<file path="config.mk">
export PLATFORM = sky130hd
export DESIGN_NAME = player_ctrl
export DESIGN_NICKNAME = d
export VERILOG_FILES = /design/src/rtl/game_pkg.sv /design/src/rtl/rise_detect.sv /design/src/rtl/player_ctrl.sv
export SDC_FILE = /design/constraint.sdc
export NUM_CORES = 1
export LEC_CHECK = 0
export CORE_UTILIZATION = 40
export DETAILED_ROUTE_END_ITERATION = 10
export PLACE_DENSITY = 0.66
export RECOVER_POWER = 100
export SETUP_SLACK_MARGIN = 0.1
export SYNTH_ARGS = -nofsm -noshare
export SYNTH_HDL_FRONTEND = slang
export SYNTH_SLANG_ARGS = --single-unit
</file>
<file path="constraint.sdc">
create_clock -name clk_in -period 3.82 [get_ports clk_in]
set_input_delay 0.955 -clock clk_in [delete_from_list [all_inputs] [get_ports clk_in]]
set_output_delay 0.955 -clock clk_in [all_outputs]
set_load 0.02 [all_outputs]
</file>
<file path="src/rtl/game_pkg.sv">
`default_nettype none
// ============================================================================
// Module  : game_pkg
// Brief   : Shared types and constants for the runner's player controller.
// Rev     : 1.0  initial release
// ============================================================================
package game_pkg;

   typedef enum logic {
      GROUND = 1'b0,
      AIR    = 1'b1
   } player_state_t;

   localparam int LANE_W = 2;
   localparam int X_W    = 11;

   localparam logic [LANE_W-1:0] LANE_LEFT   = 2'd0;
   localparam logic [LANE_W-1:0] LANE_CENTRE = 2'd1;
   localparam logic [LANE_W-1:0] LANE_RIGHT  = 2'd2;

endpackage : game_pkg
`default_nettype wire

</file>
<file path="src/rtl/rise_detect.sv">
`default_nettype none
// ============================================================================
// Module  : rise_detect
// Brief   : 1-bit rising-edge detector. The previous-level register updates
//           every clock, so the rise output is high only for the first cycle
//           in which the input is seen high.
// Rev     : 1.0  initial release
// ============================================================================
module rise_detect (
   input  logic clk_in,
   input  logic rst_n_in,
   input  logic i_d,
   output logic o_rise
);

   logic r_q;

   // Remember the previous level of the input.
   always_ff @(posedge clk_in or negedge rst_n_in) begin
      if (!rst_n_in) r_q <= 1'b0;
      else           r_q <= i_d;
   end

   assign o_rise = i_d & ~r_q;

endmodule : rise_detect
`default_nettype wire

</file>
<file path="src/rtl/player_ctrl.sv">
`default_nettype none
// ============================================================================
// Module  : player_ctrl
// Brief   : Converts debounced buttons into lane, screen x-position and jump
//           arc. Button edges act every clock; slide and arc physics advance
//           once per frame pulse.
// Rev     : 1.0  initial release
// ============================================================================
module player_ctrl
   import game_pkg::*;
#(
   parameter int LANE0_X    = 160,
   parameter int LANE1_X    = 320,
   parameter int LANE2_X    = 480,
   parameter int SLIDE_STEP = 16,
   parameter int JUMP_V     = 12,
   parameter int GRAVITY    = 1,
   parameter int HEIGHT_W   = 8
) (
   input  logic                clk_in,
   input  logic                rst_n_in,
   input  logic                btn_left,
   input  logic                btn_right,
   input  logic                btn_jump,
   input  logic                frame_pulse,
   input  logic                playing,
   input  logic                reset_game,
   output logic                jump,
   output logic [LANE_W-1:0]   lane,
   output logic [X_W-1:0]      player_x,
   output logic [HEIGHT_W-1:0] height,
   output logic                airborne
);

   localparam logic [X_W-1:0]               c_STEP  = X_W'(SLIDE_STEP);
   localparam logic [X_W-1:0]               c_SPAWN = X_W'(LANE1_X);
   localparam logic signed [HEIGHT_W:0]     c_JV    = (HEIGHT_W+1)'(JUMP_V);
   localparam logic signed [HEIGHT_W:0]     c_GRAV  = (HEIGHT_W+1)'(GRAVITY);
   localparam logic signed [HEIGHT_W+1:0]   c_H_MAX = (HEIGHT_W+2)'((1 << HEIGHT_W) - 1);

   logic                       w_rise_left, w_rise_right, w_rise_jump;
   player_state_t              r_state, w_state_nxt;
   logic [LANE_W-1:0]          r_lane, w_lane_nxt;
   logic [X_W-1:0]             r_x, w_x_nxt, w_tgt;
   logic [HEIGHT_W-1:0]        r_height, w_height_nxt;
   logic signed [HEIGHT_W:0]   r_vel, w_vel_nxt;
   logic signed [HEIGHT_W+1:0] w_sum;
   logic                       r_jump;

   rise_detect u_rise_left  (.clk_in(clk_in), .rst_n_in(rst_n_in), .i_d(btn_left),  .o_rise(w_rise_left));
   rise_detect u_rise_right (.clk_in(clk_in), .rst_n_in(rst_n_in), .i_d(btn_right), .o_rise(w_rise_right));
   rise_detect u_rise_jump  (.clk_in(clk_in), .rst_n_in(rst_n_in), .i_d(btn_jump),  .o_rise(w_rise_jump));

   // Pixel x of the lane the runner is heading for; lane code 3 never occurs.
   always_comb begin
      case (r_lane)
         LANE_LEFT:  w_tgt = X_W'(LANE0_X);
         LANE_RIGHT: w_tgt = X_W'(LANE2_X);
         default:    w_tgt = X_W'(LANE1_X);
      endcase
   end

   // Candidate height before grounding/clamping, widened so the sign survives.
   assign w_sum = $signed({2'b00, r_height}) + $signed({r_vel[HEIGHT_W], r_vel});

   // Next-state logic: reset_game beats a paused game, which beats normal play.
   always_comb begin
      w_state_nxt  = r_state;
      w_lane_nxt   = r_lane;
      w_x_nxt      = r_x;
      w_height_nxt = r_height;
      w_vel_nxt    = r_vel;
      if (reset_game) begin
         w_state_nxt  = GROUND;
         w_lane_nxt   = LANE_CENTRE;
         w_x_nxt      = c_SPAWN;
         w_height_nxt = '0;
         w_vel_nxt    = '0;
      end else if (playing) begin
         // Simultaneous left and right presses cancel; edge lanes do not wrap.
         if (w_rise_left && !w_rise_right && r_lane != LANE_LEFT)
            w_lane_nxt = r_lane - 2'd1;
         else if (w_rise_right && !w_rise_left && r_lane != LANE_RIGHT)
            w_lane_nxt = r_lane + 2'd1;

         // Slide toward the target, landing exactly on it when close.
         if (frame_pulse) begin
            if (r_x < w_tgt)
               w_x_nxt = ((w_tgt - r_x) <= c_STEP) ? w_tgt : r_x + c_STEP;
            else if (r_x > w_tgt)
               w_x_nxt = ((r_x - w_tgt) <= c_STEP) ? w_tgt : r_x - c_STEP;
         end

         case (r_state)
            GROUND: begin
               // A jump taken on a frame-pulse cycle waits for the next pulse to move.
               if (w_rise_jump) begin
                  w_state_nxt = AIR;
                  w_vel_nxt   = c_JV;
               end
            end
            default: begin
               if (frame_pulse) begin
                  if (w_sum <= 0) begin
                     w_state_nxt  = GROUND;
                     w_height_nxt = '0;
                     w_vel_nxt    = '0;
                  end else begin
                     w_height_nxt = (w_sum > c_H_MAX) ? c_H_MAX[HEIGHT_W-1:0]
                                                      : w_sum[HEIGHT_W-1:0];
                     w_vel_nxt    = r_vel - c_GRAV;
                  end
               end
            end
         endcase
      end
   end

   // Player state registers.
   always_ff @(posedge clk_in or negedge rst_n_in) begin
      if (!rst_n_in) begin
         r_state  <= GROUND;
         r_lane   <= LANE_CENTRE;
         r_x      <= c_SPAWN;
         r_height <= '0;
         r_vel    <= '0;
      end else begin
         r_state  <= w_state_nxt;
         r_lane   <= w_lane_nxt;
         r_x      <= w_x_nxt;
         r_height <= w_height_nxt;
         r_vel    <= w_vel_nxt;
      end
   end

   // Jump level for the game FSM tracks the button even while paused.
   always_ff @(posedge clk_in or negedge rst_n_in) begin
      if (!rst_n_in) r_jump <= 1'b0;
      else           r_jump <= btn_jump;
   end

   assign jump     = r_jump;
   assign lane     = r_lane;
   assign player_x = r_x;
   assign height   = r_height;
   assign airborne = (r_state == AIR);

endmodule : player_ctrl
`default_nettype wire

</file>
==> results.sh <==
export IMPL_die_w_um=85.45
export IMPL_reg2reg_from="lane[0]"
export IMPL_synth_avg_cell_area_sq_um=8.650
export IMPL_antenna_left=0
export IMPL_clockRootBuffer="clkbuf_8"
export IMPL_slew_headroom=-0.1176
export IMPL_htreeDepth=2
export IMPL_clock_skew_ns=0.008091
export IMPL_syn_area_sq_mm=0.002785
export IMPL_p_per_area_mw_per_mm2=471.6
export IMPL_routed_wl_um=6732
export IMPL_synth_top_flop_cell="dfrtp_1"
export IMPL_antenna_cells=0
export IMPL_post_cts_resized=0
export IMPL_grt_max_degree=31
export IMPL_antenna_found_initial=0
export IMPL_grt_use_total=0.1981
export IMPL_start_util=0.4122
export IMPL_cts_buffers=5
export IMPL_failed_checks="max-capacitance violations, max-slew violations"
export IMPL_synth_cell_types=72
export IMPL_crit_path_end="player_x[7]"
export IMPL_grt_pass1_vias=2383
export IMPL_drv_slew=31
export IMPL_hold_depth=1
export IMPL_synth_edf_count=0
export IMPL_num_vias=2508
export IMPL_die_y_um=85.45
export IMPL_critPathKind="register to register"
export IMPL_dp_hpwl_um=5140
export IMPL_worstSetupStartpointType="register"
export IMPL_cts_tree="done"
export IMPL_post_cts_buffers=0
export IMPL_crit_required_ns=4.04
export IMPL_rsz0062_at_grt="false"
export IMPL_drive_above_1_share=0.08309
export IMPL_crit_start="lane[0]"
export IMPL_num_fill_cells=661
export IMPL_layout_common_cells="dfrtp_1, inv_1, nand2_1"
export IMPL_wl_met2_um=2943
export IMPL_vias_per_cell=5.846
export IMPL_cts_hold_buf=0
export IMPL_first_iter_violations=183
export IMPL_worstMarginPinSlew_ns=1.676
export IMPL_min_from="height[6]"
export IMPL_status="finished with violations"
export IMPL_coreArea_sq_mm=0.006756
export IMPL_grt_ovfl_total=0
export IMPL_reg2reg_to="player_x[7]"
export IMPL_met3_length_um=261
export IMPL_async_flop_share=1.000
export IMPL_top_layer="met4"
export IMPL_avgRoutedWirePerCell_um=15.69
export IMPL_route_detailed_drc=0
export IMPL_whs_ns=0.5088
export IMPL_setup_viol=0
export IMPL_critPathArrivalTime_ns=3.62
export IMPL_power_leakage_nw=1.478
export IMPL_critPathMaxFanout=8
export IMPL_final_min_clock_period_ns=3.394
export IMPL_syn_inst=322
export IMPL_clkLatencyLatePin_ns=0.29
export IMPL_hold_viol=0
export IMPL_setup_tns_ns=0
export IMPL_fmax_mhz=294.6
export IMPL_layout_commonest_cell="dfrtp_1"
export IMPL_area_growth_pct=13.93
export IMPL_min_path_type="register to register"
export IMPL_synth_seq_cells=30
export IMPL_dieArea_sq_mm=0.007301
export IMPL_clkTransAtPathRegs_ns=0.07
export IMPL_finalCritPeriodShare=0.8885
export IMPL_multi_input_area_sq_mm=0.001836
export IMPL_ir_drop_mv=0.3533
export IMPL_dr_pass1_iters=5
export IMPL_r2r_cells=9
export IMPL_regToRegSetupSlack_ns=0.43
export IMPL_endpoint_kind="register"
export IMPL_portBuffers=26
export IMPL_yosysWarnings=0
export IMPL_nNetsFinal=382
export IMPL_clock_sinks=30
export IMPL_gp_congestion=0.9163
export IMPL_grt_pass1_wl_um=11470
export IMPL_yosysSeqAreaShare=0.2709
export IMPL_met1_length_um=3392
export IMPL_io_pins=31
export IMPL_final_util=0.4696
export IMPL_clk_path_buf_depth=2
export IMPL_final_seq_area_sq_um=754.5
export IMPL_placementRows=30
export IMPL_maxCapViolCount=1
[cell usage after synthesis, types with 5 or more instances]
library cell,n,area [sq um]
buf_4,6,45.04
o21ai_0,15,75.07
a31oi_1,11,68.82
dfrtp_1,27,675.7
nand3_1,12,60.06
o21ai_1,7,35.03
a21oi_1,17,85.08
nor2_1,13,48.80
o21a_1,6,45.04
ha_1,23,287.8
inv_1,25,93.84
nor3_1,13,65.06
nand2_1,25,93.84
nor2b_1,5,31.28
a21o_1,8,60.06
or3_1,5,31.28
xnor2_1,5,43.79
[where the power goes]
| part | leakage [nW] | internal [W] | switching [W] |
|---|---|---|---|
| Sequential | 0.396 | 0.000356 | 0.0000593 |
| Clock | 0.0575 | 0.000182 | 0.000122 |
| Combinational | 1.02 | 0.000327 | 0.000450 |
[registers in the layout (all words and copies together), names as in the netlist]
| signal | count |
|---|---|
| u_rise_jump.r_q | 1 |
| r_vel | 9 |
| u_rise_left.r_q | 1 |
| airborne | 1 |
| lane | 2 |
| height | 8 |
| u_rise_right.r_q | 1 |
| player_x | 7 |
[per-stage QoR]
| step | total power (W) | area, sq um | setup WS [ns] | cells |
|---|---|---|---|---|
| global placement | 0.001223 | 3092 | 0.8260 | 421 |
| global route | 0.001611 | 3173 | 0.2830 | 429 |
| floorplan | 0.001030 | 2796 | 0.9319 | 325 |
| CTS | 0.001539 | 3202 | 0.7082 | 429 |
| detailed placement | 0.001228 | 3092 | 0.7305 | 421 |
| finish | 0.001496 | 3173 | 0.4261 | 429 |
[kinds of logic (layout without fill, tap and decap cells)]
family	after synthesis	after routing	share of synthesized area
AOI/OAI and AO/OA	103	103	0.2664
xor gates and xnor gates	9	9	0.03100
adders and majority gates	26	26	0.1249
buffers and inverters	38	62	0.06513
DFF	30	30	0.2709
muxes	4	4	0.01527
other	1	4	0.001346
and+or+nand+nor	111	111	0.2251
[per-layer routing]
layer,vias up,track usage
met5,-,0
met4,0,0.06667
met3,11,0.03599
met2,62,0.3047
met1,1193,0.2804
li1,1242,-
[final cells by class]
type | count | share of cell area
multi-input combinational | 257 | 0.5785
sequential | 30 | 0.2378
timing repair buffer | 29 | 0.08793
inverter | 25 | 0.02957
tap | 80 | 0.03155
clock buffer | 8 | 0.03470
[worst max-delay path: stages, from the launching register on]
cell	delay (ns)
dfstp_1	0.67
inv_1	0.16
ha_1	0.39
ha_1	0.24
or4_1	0.52
o2111a_1	0.17
o311ai_1	0.44
a21oi_1	0.17
a2111oi_0	0.45
a21o_1	0.13
[how the worst min path moves through the flow]
stage,end
after floorplan,r_vel[0]
after global placement,height[6]
after detailed placement,height[6]
after CTS,height[6]
after global routing,height[6]
final,height[6]
Power figures use the tool's default switching activity.
